## src/rtl/ex_muldiv_pkg.sv

```systemverilog
// Shared encodings for the EX-stage HI/LO multiply/divide unit.
package mips_pkg;

   localparam logic [2:0] OP_NOP   = 3'd0;
   localparam logic [2:0] OP_MULT  = 3'd1;
   localparam logic [2:0] OP_MULTU = 3'd2;
   localparam logic [2:0] OP_DIV   = 3'd3;
   localparam logic [2:0] OP_DIVU  = 3'd4;
   localparam logic [2:0] OP_MTHI  = 3'd5;
   localparam logic [2:0] OP_MTLO  = 3'd6;

   localparam int DIV_ITERS = 32;

   typedef enum logic [1:0] {
      ST_IDLE = 2'd0,
      ST_MUL  = 2'd1,
      ST_DIV  = 2'd2,
      ST_DONE = 2'd3
   } md_state_t;

endpackage

```

## src/rtl/ex_muldiv_if.sv

```systemverilog
// EX-stage to multiply/divide unit signal bundle.
interface ex_muldiv_if;
   logic        start;
   logic [2:0]  op;
   logic [31:0] a;
   logic [31:0] b;
   logic        flush;
   logic        busy;
   logic        done;
   logic [31:0] hi;
   logic [31:0] lo;

   modport master (output start, op, a, b, flush, input busy, done, hi, lo);
   modport slave  (input start, op, a, b, flush, output busy, done, hi, lo);
endinterface

```

## src/rtl/ex_muldiv_div_iter.sv

```systemverilog
// Restoring divider, one quotient bit per clock, sign fix-up on the final step.
module div_iter
   import mips_pkg::*;
(
   input  logic        clk,
   input  logic        reset,
   input  logic        start,
   input  logic        sgn,
   input  logic [31:0] a,
   input  logic [31:0] b,
   input  logic        kill,
   output logic [31:0] quotient,
   output logic [31:0] remainder,
   output logic        valid
);

   logic [31:0] dvs;
   logic [31:0] quo;
   logic [31:0] rem;
   logic [4:0]  cnt;
   logic        run;
   logic        neg_q;
   logic        neg_r;
   logic        dvz;
   logic [32:0] rem_sh;
   logic [32:0] diff;
   logic        ge;
   logic [31:0] rem_nxt;
   logic [31:0] quo_nxt;

   // Result is taken combinationally from the last step so the top can write on the 32nd edge.
   always_comb begin
      rem_sh    = {rem, quo[31]};
      diff      = rem_sh - {1'b0, dvs};
      ge        = ~diff[32];
      rem_nxt   = ge ? diff[31:0] : rem_sh[31:0];
      quo_nxt   = {quo[30:0], ge};
      valid     = run && (cnt == 5'(DIV_ITERS - 1));
      quotient  = dvz ? 32'hFFFF_FFFF : (neg_q ? -quo_nxt : quo_nxt);
      remainder = neg_r ? -rem_nxt : rem_nxt;
   end

   always_ff @(posedge clk or posedge reset) begin
      if (reset) begin
         dvs   <= '0;
         quo   <= '0;
         rem   <= '0;
         cnt   <= '0;
         run   <= 1'b0;
         neg_q <= 1'b0;
         neg_r <= 1'b0;
         dvz   <= 1'b0;
      end else if (kill) begin
         run <= 1'b0;
         cnt <= '0;
      end else if (start) begin
         run   <= 1'b1;
         cnt   <= '0;
         rem   <= '0;
         quo   <= (sgn && a[31]) ? -a : a;
         dvs   <= (sgn && b[31]) ? -b : b;
         neg_q <= sgn && (a[31] ^ b[31]);
         neg_r <= sgn && a[31];
         dvz   <= (b == 32'd0);
      end else if (run) begin
         quo <= quo_nxt;
         rem <= rem_nxt;
         cnt <= cnt + 5'd1;
         if (valid) run <= 1'b0;
      end
   end

endmodule

```

## src/rtl/ex_muldiv.sv

```systemverilog
// EX-stage multiply/divide unit owning the architectural HI/LO registers.
//   state | meaning
//   IDLE  | accepts MT* writes and issues MULT/MULTU/DIV/DIVU
//   MUL   | product travelling through the MUL_LAT delay line
//   DIV   | div_iter stepping one quotient bit per cycle
//   DONE  | result visible on hi/lo, instruction leaves EX
module ex_muldiv
   import mips_pkg::*;
#(
   parameter int MUL_LAT = 1
)
(
   input  logic       clk,
   input  logic       reset,
   ex_muldiv_if.slave bus
);

   localparam int CW = (MUL_LAT > 1) ? $clog2(MUL_LAT) : 1;

   md_state_t     state;
   md_state_t     state_nxt;
   logic [CW-1:0] mul_cnt;
   logic [63:0]   mul_pipe [MUL_LAT];
   logic [63:0]   mul_a;
   logic [63:0]   mul_b;
   logic [31:0]   hi_q;
   logic [31:0]   lo_q;
   logic          is_mul;
   logic          is_div;
   logic          issue;
   logic          div_start;
   logic          mul_last;
   logic          div_valid;
   logic [31:0]   div_q;
   logic [31:0]   div_r;

   always_comb begin
      is_mul    = (bus.op == OP_MULT) || (bus.op == OP_MULTU);
      is_div    = (bus.op == OP_DIV) || (bus.op == OP_DIVU);
      issue     = (state == ST_IDLE) && bus.start && (is_mul || is_div) && !bus.flush;
      div_start = issue && is_div;
      mul_last  = (mul_cnt == CW'(MUL_LAT - 1));
      mul_a     = (bus.op == OP_MULT) ? {{32{bus.a[31]}}, bus.a} : {32'd0, bus.a};
      mul_b     = (bus.op == OP_MULT) ? {{32{bus.b[31]}}, bus.b} : {32'd0, bus.b};
   end

   div_iter u_div (
      .clk       (clk),
      .reset     (reset),
      .start     (div_start),
      .sgn       (bus.op == OP_DIV),
      .a         (bus.a),
      .b         (bus.b),
      .kill      (bus.flush),
      .quotient  (div_q),
      .remainder (div_r),
      .valid     (div_valid)
   );

   // Stage 0 latches the product of the issued operands; later stages form the latency delay.
   always_ff @(posedge clk or posedge reset) begin
      if (reset) begin
         for (int i = 0; i < MUL_LAT; i++) mul_pipe[i] <= '0;
      end else begin
         if (issue && is_mul) mul_pipe[0] <= mul_a * mul_b;
         for (int i = 1; i < MUL_LAT; i++) mul_pipe[i] <= mul_pipe[i-1];
      end
   end

   always_ff @(posedge clk or posedge reset) begin
      if (reset)                mul_cnt <= '0;
      else if (issue)           mul_cnt <= '0;
      else if (state == ST_MUL) mul_cnt <= mul_cnt + CW'(1);
   end

   always_ff @(posedge clk or posedge reset) begin
      if (reset) state <= ST_IDLE;
      else       state <= state_nxt;
   end

   always_comb begin
      state_nxt = state;
      if (bus.flush) begin
         state_nxt = ST_IDLE;
      end else begin
         case (state)
            ST_IDLE: if (issue) state_nxt = is_mul ? ST_MUL : ST_DIV;
            ST_MUL:  if (mul_last) state_nxt = ST_DONE;
            ST_DIV:  if (div_valid) state_nxt = ST_DONE;
            ST_DONE: state_nxt = ST_IDLE;
            default: state_nxt = ST_IDLE;
         endcase
      end
   end

   always_ff @(posedge clk or posedge reset) begin
      if (reset) begin
         hi_q <= '0;
         lo_q <= '0;
      end else if (!bus.flush) begin
         if (state == ST_IDLE && bus.start && bus.op == OP_MTHI) hi_q <= bus.a;
         if (state == ST_IDLE && bus.start && bus.op == OP_MTLO) lo_q <= bus.a;
         if (state == ST_MUL && mul_last) {hi_q, lo_q} <= mul_pipe[MUL_LAT-1];
         if (state == ST_DIV && div_valid) begin
            hi_q <= div_r;
            lo_q <= div_q;
         end
      end
   end

   assign bus.busy = issue || (((state == ST_MUL) || (state == ST_DIV)) && !bus.flush);
   assign bus.done = (state == ST_DONE);
   assign bus.hi   = hi_q;
   assign bus.lo   = lo_q;

endmodule

```

## src/flat_wrapper.sv

```systemverilog
// flat-port wrapper written by rule: the top's interface ports become plain ports
module ex_muldiv_flat import mips_pkg::*;
#(
   parameter int MUL_LAT = 1
)
  (clk, reset, bus_start, bus_op, bus_a, bus_b, bus_flush, bus_busy, bus_done, bus_hi, bus_lo);
  ex_muldiv_if bus_i ();
  input  logic clk;
  input  logic reset;
  input wire logic [$bits(bus_i.start)-1:0] bus_start;
  input wire logic [$bits(bus_i.op)-1:0] bus_op;
  input wire logic [$bits(bus_i.a)-1:0] bus_a;
  input wire logic [$bits(bus_i.b)-1:0] bus_b;
  input wire logic [$bits(bus_i.flush)-1:0] bus_flush;
  output wire logic [$bits(bus_i.busy)-1:0] bus_busy;
  output wire logic [$bits(bus_i.done)-1:0] bus_done;
  output wire logic [$bits(bus_i.hi)-1:0] bus_hi;
  output wire logic [$bits(bus_i.lo)-1:0] bus_lo;
  assign bus_i.start = bus_start;
  assign bus_i.op = bus_op;
  assign bus_i.a = bus_a;
  assign bus_i.b = bus_b;
  assign bus_i.flush = bus_flush;
  assign bus_busy = bus_i.busy;
  assign bus_done = bus_i.done;
  assign bus_hi = bus_i.hi;
  assign bus_lo = bus_i.lo;
  ex_muldiv #(.MUL_LAT(MUL_LAT)) u_core (.clk(clk), .reset(reset), .bus(bus_i));
endmodule
```

## config.mk

```make
export PLATFORM = sky130hd
export DESIGN_NAME = ex_muldiv_flat
export DESIGN_NICKNAME = d
export VERILOG_FILES = /design/src/rtl/ex_muldiv_pkg.sv /design/src/rtl/ex_muldiv_if.sv /design/src/rtl/ex_muldiv_div_iter.sv /design/src/rtl/ex_muldiv.sv /design/src/flat_wrapper.sv
export SDC_FILE = /design/constraint.sdc
export NUM_CORES = 2
export LEC_CHECK = 0
export ABC_AREA = 1
export BUFFER_PORTS_ARGS = -buffer_cell sky130_fd_sc_hd__buf_2
export CORE_MARGIN = 4
export CORE_UTILIZATION = 45
export CTS_CLUSTER_DIAMETER = 150
export DETAILED_ROUTE_END_ITERATION = 10
export PLACE_DENSITY_LB_ADDON = 0.1
export SLEW_MARGIN = 30
export SYNTH_ARGS = -nofsm -noshare
export SYNTH_HDL_FRONTEND = slang
export SYNTH_SLANG_ARGS = --single-unit
```

## constraint.sdc

```tcl
create_clock -name clk -period 11 [get_ports clk]
set_clock_uncertainty 0.05 [all_clocks]
set_input_delay 1.65 -clock clk [delete_from_list [all_inputs] [get_ports clk]]
set_output_delay 1.65 -clock clk [all_outputs]
set_load 0.005 [all_outputs]
```

==> results.json <==
{
  "num_vias": 53550,
  "drv_cap": 0,
  "clock_sinks": 236,
  "h-tree-depth": 1,
  "netlist_area_sq_um": 65280,
  "setup_viol": 0,
  "seq_area_frac_synth_pct": 9.047,
  "drive_gt1_share_pct": 7.649,
  "grt_overflow": 0,
  "timing.final.crit_share_pct": 92.92,
  "synth.net_count": 10170,
  "detail_route.first_pass.iterations": 6,
  "slowest_delay_ps": 740,
  "root_buffer": "clkbuf_16",
  "async_flop_share_pct": 100.0,
  "die_h_um": 388.9,
  "fin_nets": 10340,
  "vias_per_cell": 5.137,
  "ys.flop_type": "dfrtp_1",
  "drt_iter0_markers": 4337,
  "dieArea_sq_um": 151200,
  "path_max_fanout": 21,
  "fillers": 14480,
  "synth-seq-cells": 236,
  "core_sq_um": 143800,
  "worstMarginPinSlew_ps": 1035,
  "holdBufCountCts": 0,
  "gp_congestion": 1.004,
  "track_usage_pct": 31.89,
  "cp.required_ps": 11420,
  "worstSetupEndpointType": "flop",
  "maxSlewHeadroom_pct": 30.98,
  "hold_viol": 0,
  "path_clk_slew_ps": 70,
  "synth_cell_types": 57,
  "cts_tree": "done",
  "synth_warnings": 0,
  "die_x_um": 388.9,
  "clock_path_buffers": 3,
  "cts_setup_buffers": 0,
  "max_freq_mhz": 97.84,
  "cts_resized": 0,
  "io_pins": 137,
  "wire_per_inst_um": 22.73,
  "final_antenna_net_count": 0,
  "synth.avg_cell_area_sq_um": 7.841,
  "dp_hpwl_um": 204500,
  "area_delta_synth_final_pct": 8.311,
  "layout_min_cycle_time_ps": 10220,
  "grt_max_degree": 103,
  "path_class": "in2reg",
  "cp-start-kind": "primary input",
  "netlist_instances": 8325,
  "clkLatencyLatePin_ps": 580,
  "num_rows": 139,
  "port_buffers": 136,
  "rsz0062_at_grt": "no",
  "slowest_stage": "nor2_1",
  "grt_pass1_vias": 56990,
  "cp.arrival_ps": 10640,
  "hp-class": "reg2reg",
  "drc_errors": 0,
  "antenna_found_initial": 22,
  "crit_path_frequent_cell": "fa_1",
  "slew_viol_final": 0,
  "finalSetupTns_ps": 0,
  "finalWirelength_um": 237000,
  "synth-edff-count": 0,
  "initial_core_util_pct": 45.39,
  "numCtsBuffers": 27,
  "grt_first_pass_wirelength_um": 360400,
  "outcome": "finished, final reports clean"
}
## layout by cell type, fill, tap and decap left out, types with 50 or more instances in the layout
| master | synthesis | final |
|---|---|---|
| nand3_1 | 188 | 188 |
| nor2_1 | 377 | 373 |
| inv_1 | 2388 | 2385 |
| nand2_1 | 1999 | 1998 |
| o21ai_0 | 222 | 222 |
| xor2_1 | 96 | 96 |
| ha_1 | 356 | 356 |
| buf_4 | 5 | 353 |
| dfrtp_1 | 236 | 236 |
| fa_1 | 1420 | 1420 |
| a21oi_1 | 237 | 236 |
| xnor2_1 | 50 | 50 |
| buf_2 | 7 | 135 |
## state kept, by name (all words and copies together), names as in the netlist
signal and flops:
u_core.bus.hi 32, u_core.bus.lo 32, u_core.mul_cnt 1, u_core.mul_pipe 64, u_core.state 2, u_core.u_div.cnt 5, u_core.u_div.dvs 32, u_core.u_div.dvz 1
u_core.u_div.neg_q 1, u_core.u_div.neg_r 1, u_core.u_div.quo 32, u_core.u_div.rem 32, u_core.u_div.run 1
## cell usage after synthesis (3+ instances only)
library cell  instances  share of area (%)
clkbuf_1            243                1.4
a31oi_1              48               0.46
a221oi_1              5              0.067
a22o_1                3              0.040
or2_2                41               0.39
a21o_1                7              0.081
buf_4                 5              0.058
nor2_2                8              0.077
nor4_1                8              0.077
o21ai_0             222                1.7
nand2_2              23               0.22
xnor2_1              50               0.67
fa_1               1420                 44
nor2_1              377                2.2
buf_2                 7              0.054
inv_2                 3              0.017
o21a_1                8              0.092
o31ai_1              13               0.15
clkinv_1              3              0.017
o21ai_1               6              0.046
nand2_1            1999                 11
nand3_1             188                1.4
buf_1               102               0.59
o211ai_1             17               0.20
nor3_1               48               0.37
inv_1              2388                 14
buf_6                 3              0.052
o22ai_1              40               0.38
xor2_1               96                1.3
o221ai_1             20               0.27
nand2_4               6               0.10
o311ai_0              5              0.067
o21bai_1              5              0.058
nor2_4                3              0.052
nand4_1              30               0.29
nand3b_1             19               0.22
a21oi_1             237                1.8
dfrtp_1             236                9.0
ha_1                356                6.8
and2_1                4              0.038
## critical path, delay by kind of cell
family / cells / cell delay, ps
buffers and inverters: 11 / 1060
AND/OR/NAND/NOR: 6 / 1540
AO/OA/AOI/OAI: 4 / 980
adder cells (fa/ha/maj): 11 / 5370
## logic make-up after synthesis
kind of cell,Yosys count,synth area share [%]
adder cells (fa/ha/maj),1776,50.37
multiplexers,1,0.01533
buffers and inverters,2755,15.94
flip-flops,236,9.047
AO/OA/AOI/OAI,649,5.608
XOR/XNOR,146,1.959
AND/OR/NAND/NOR,2762,17.06
## through the flow
stage	util [%]	instance area (sq um)	setup slack [ps]	cells	hold slack, ps
2_1_floorplan	-	65280	294.6	8325	392.2
3_3_place_gp	48.54	69820	313.7	10370	411.7
3_5_place_dp	48.55	69820	275.5	10370	410.8
4_1_cts	49.14	70680	863.7	10410	429.0
5_1_grt	49.14	70680	347.6	10420	444.1
6_report	49.16	70700	778.9	10420	424.7
## area by class of cell
type	count	area (sq um)	area share [%]
Antenna cell	9	22.52	0.03185
Timing Repair Buffer	499	3537	5.003
Inverter	2394	8994	12.72
Multi-Input combinational cell	5334	49010	69.32
Sequential cell	236	5906	8.353
Clock inverter	14	102.6	0.1451
Tap cell	1903	2381	3.368
Clock buffer	34	752.0	1.064
## metal layers
| metal | part of all wire [%] | up-vias | global-route usage [%] | wire, um |
|---|---|---|---|---|
| li1 | - | 24260 | - | - |
| met1 | 43 | 27210 | 42.93 | 101500 |
| met2 | 46 | 1734 | 52.48 | 109200 |
| met3 | 6.2 | 343 | 4.375 | 14670 |
| met4 | 4.9 | 4 | 12.53 | 11560 |
| met5 | 0.011 | - | 0 | 27 |
## path summary, 6_finish.rpt
check | from | to | slack [ps] | depth (start not counted)
hold / removal | u_core.bus.lo[25] | u_core.bus.lo[25] | 420 | 2
setup reg to reg | u_core.u_div.quo[31] | u_core.bus.lo[30] | 5330 | 28
hold reg to reg | u_core.bus.lo[25] | u_core.bus.lo[25] | 420 | 2
max in group asynchronous | reset | u_core.u_div.dvs[17] | 8380 | 3
setup / recovery | bus_op[0] | u_core.mul_pipe[58] | 780 | 32
min in group asynchronous | reset | u_core.bus.lo[26] | 1160 | 2
Power is not shown: default switching activity piles up to over one toggle a cycle in this logic, so the estimate is an artifact.
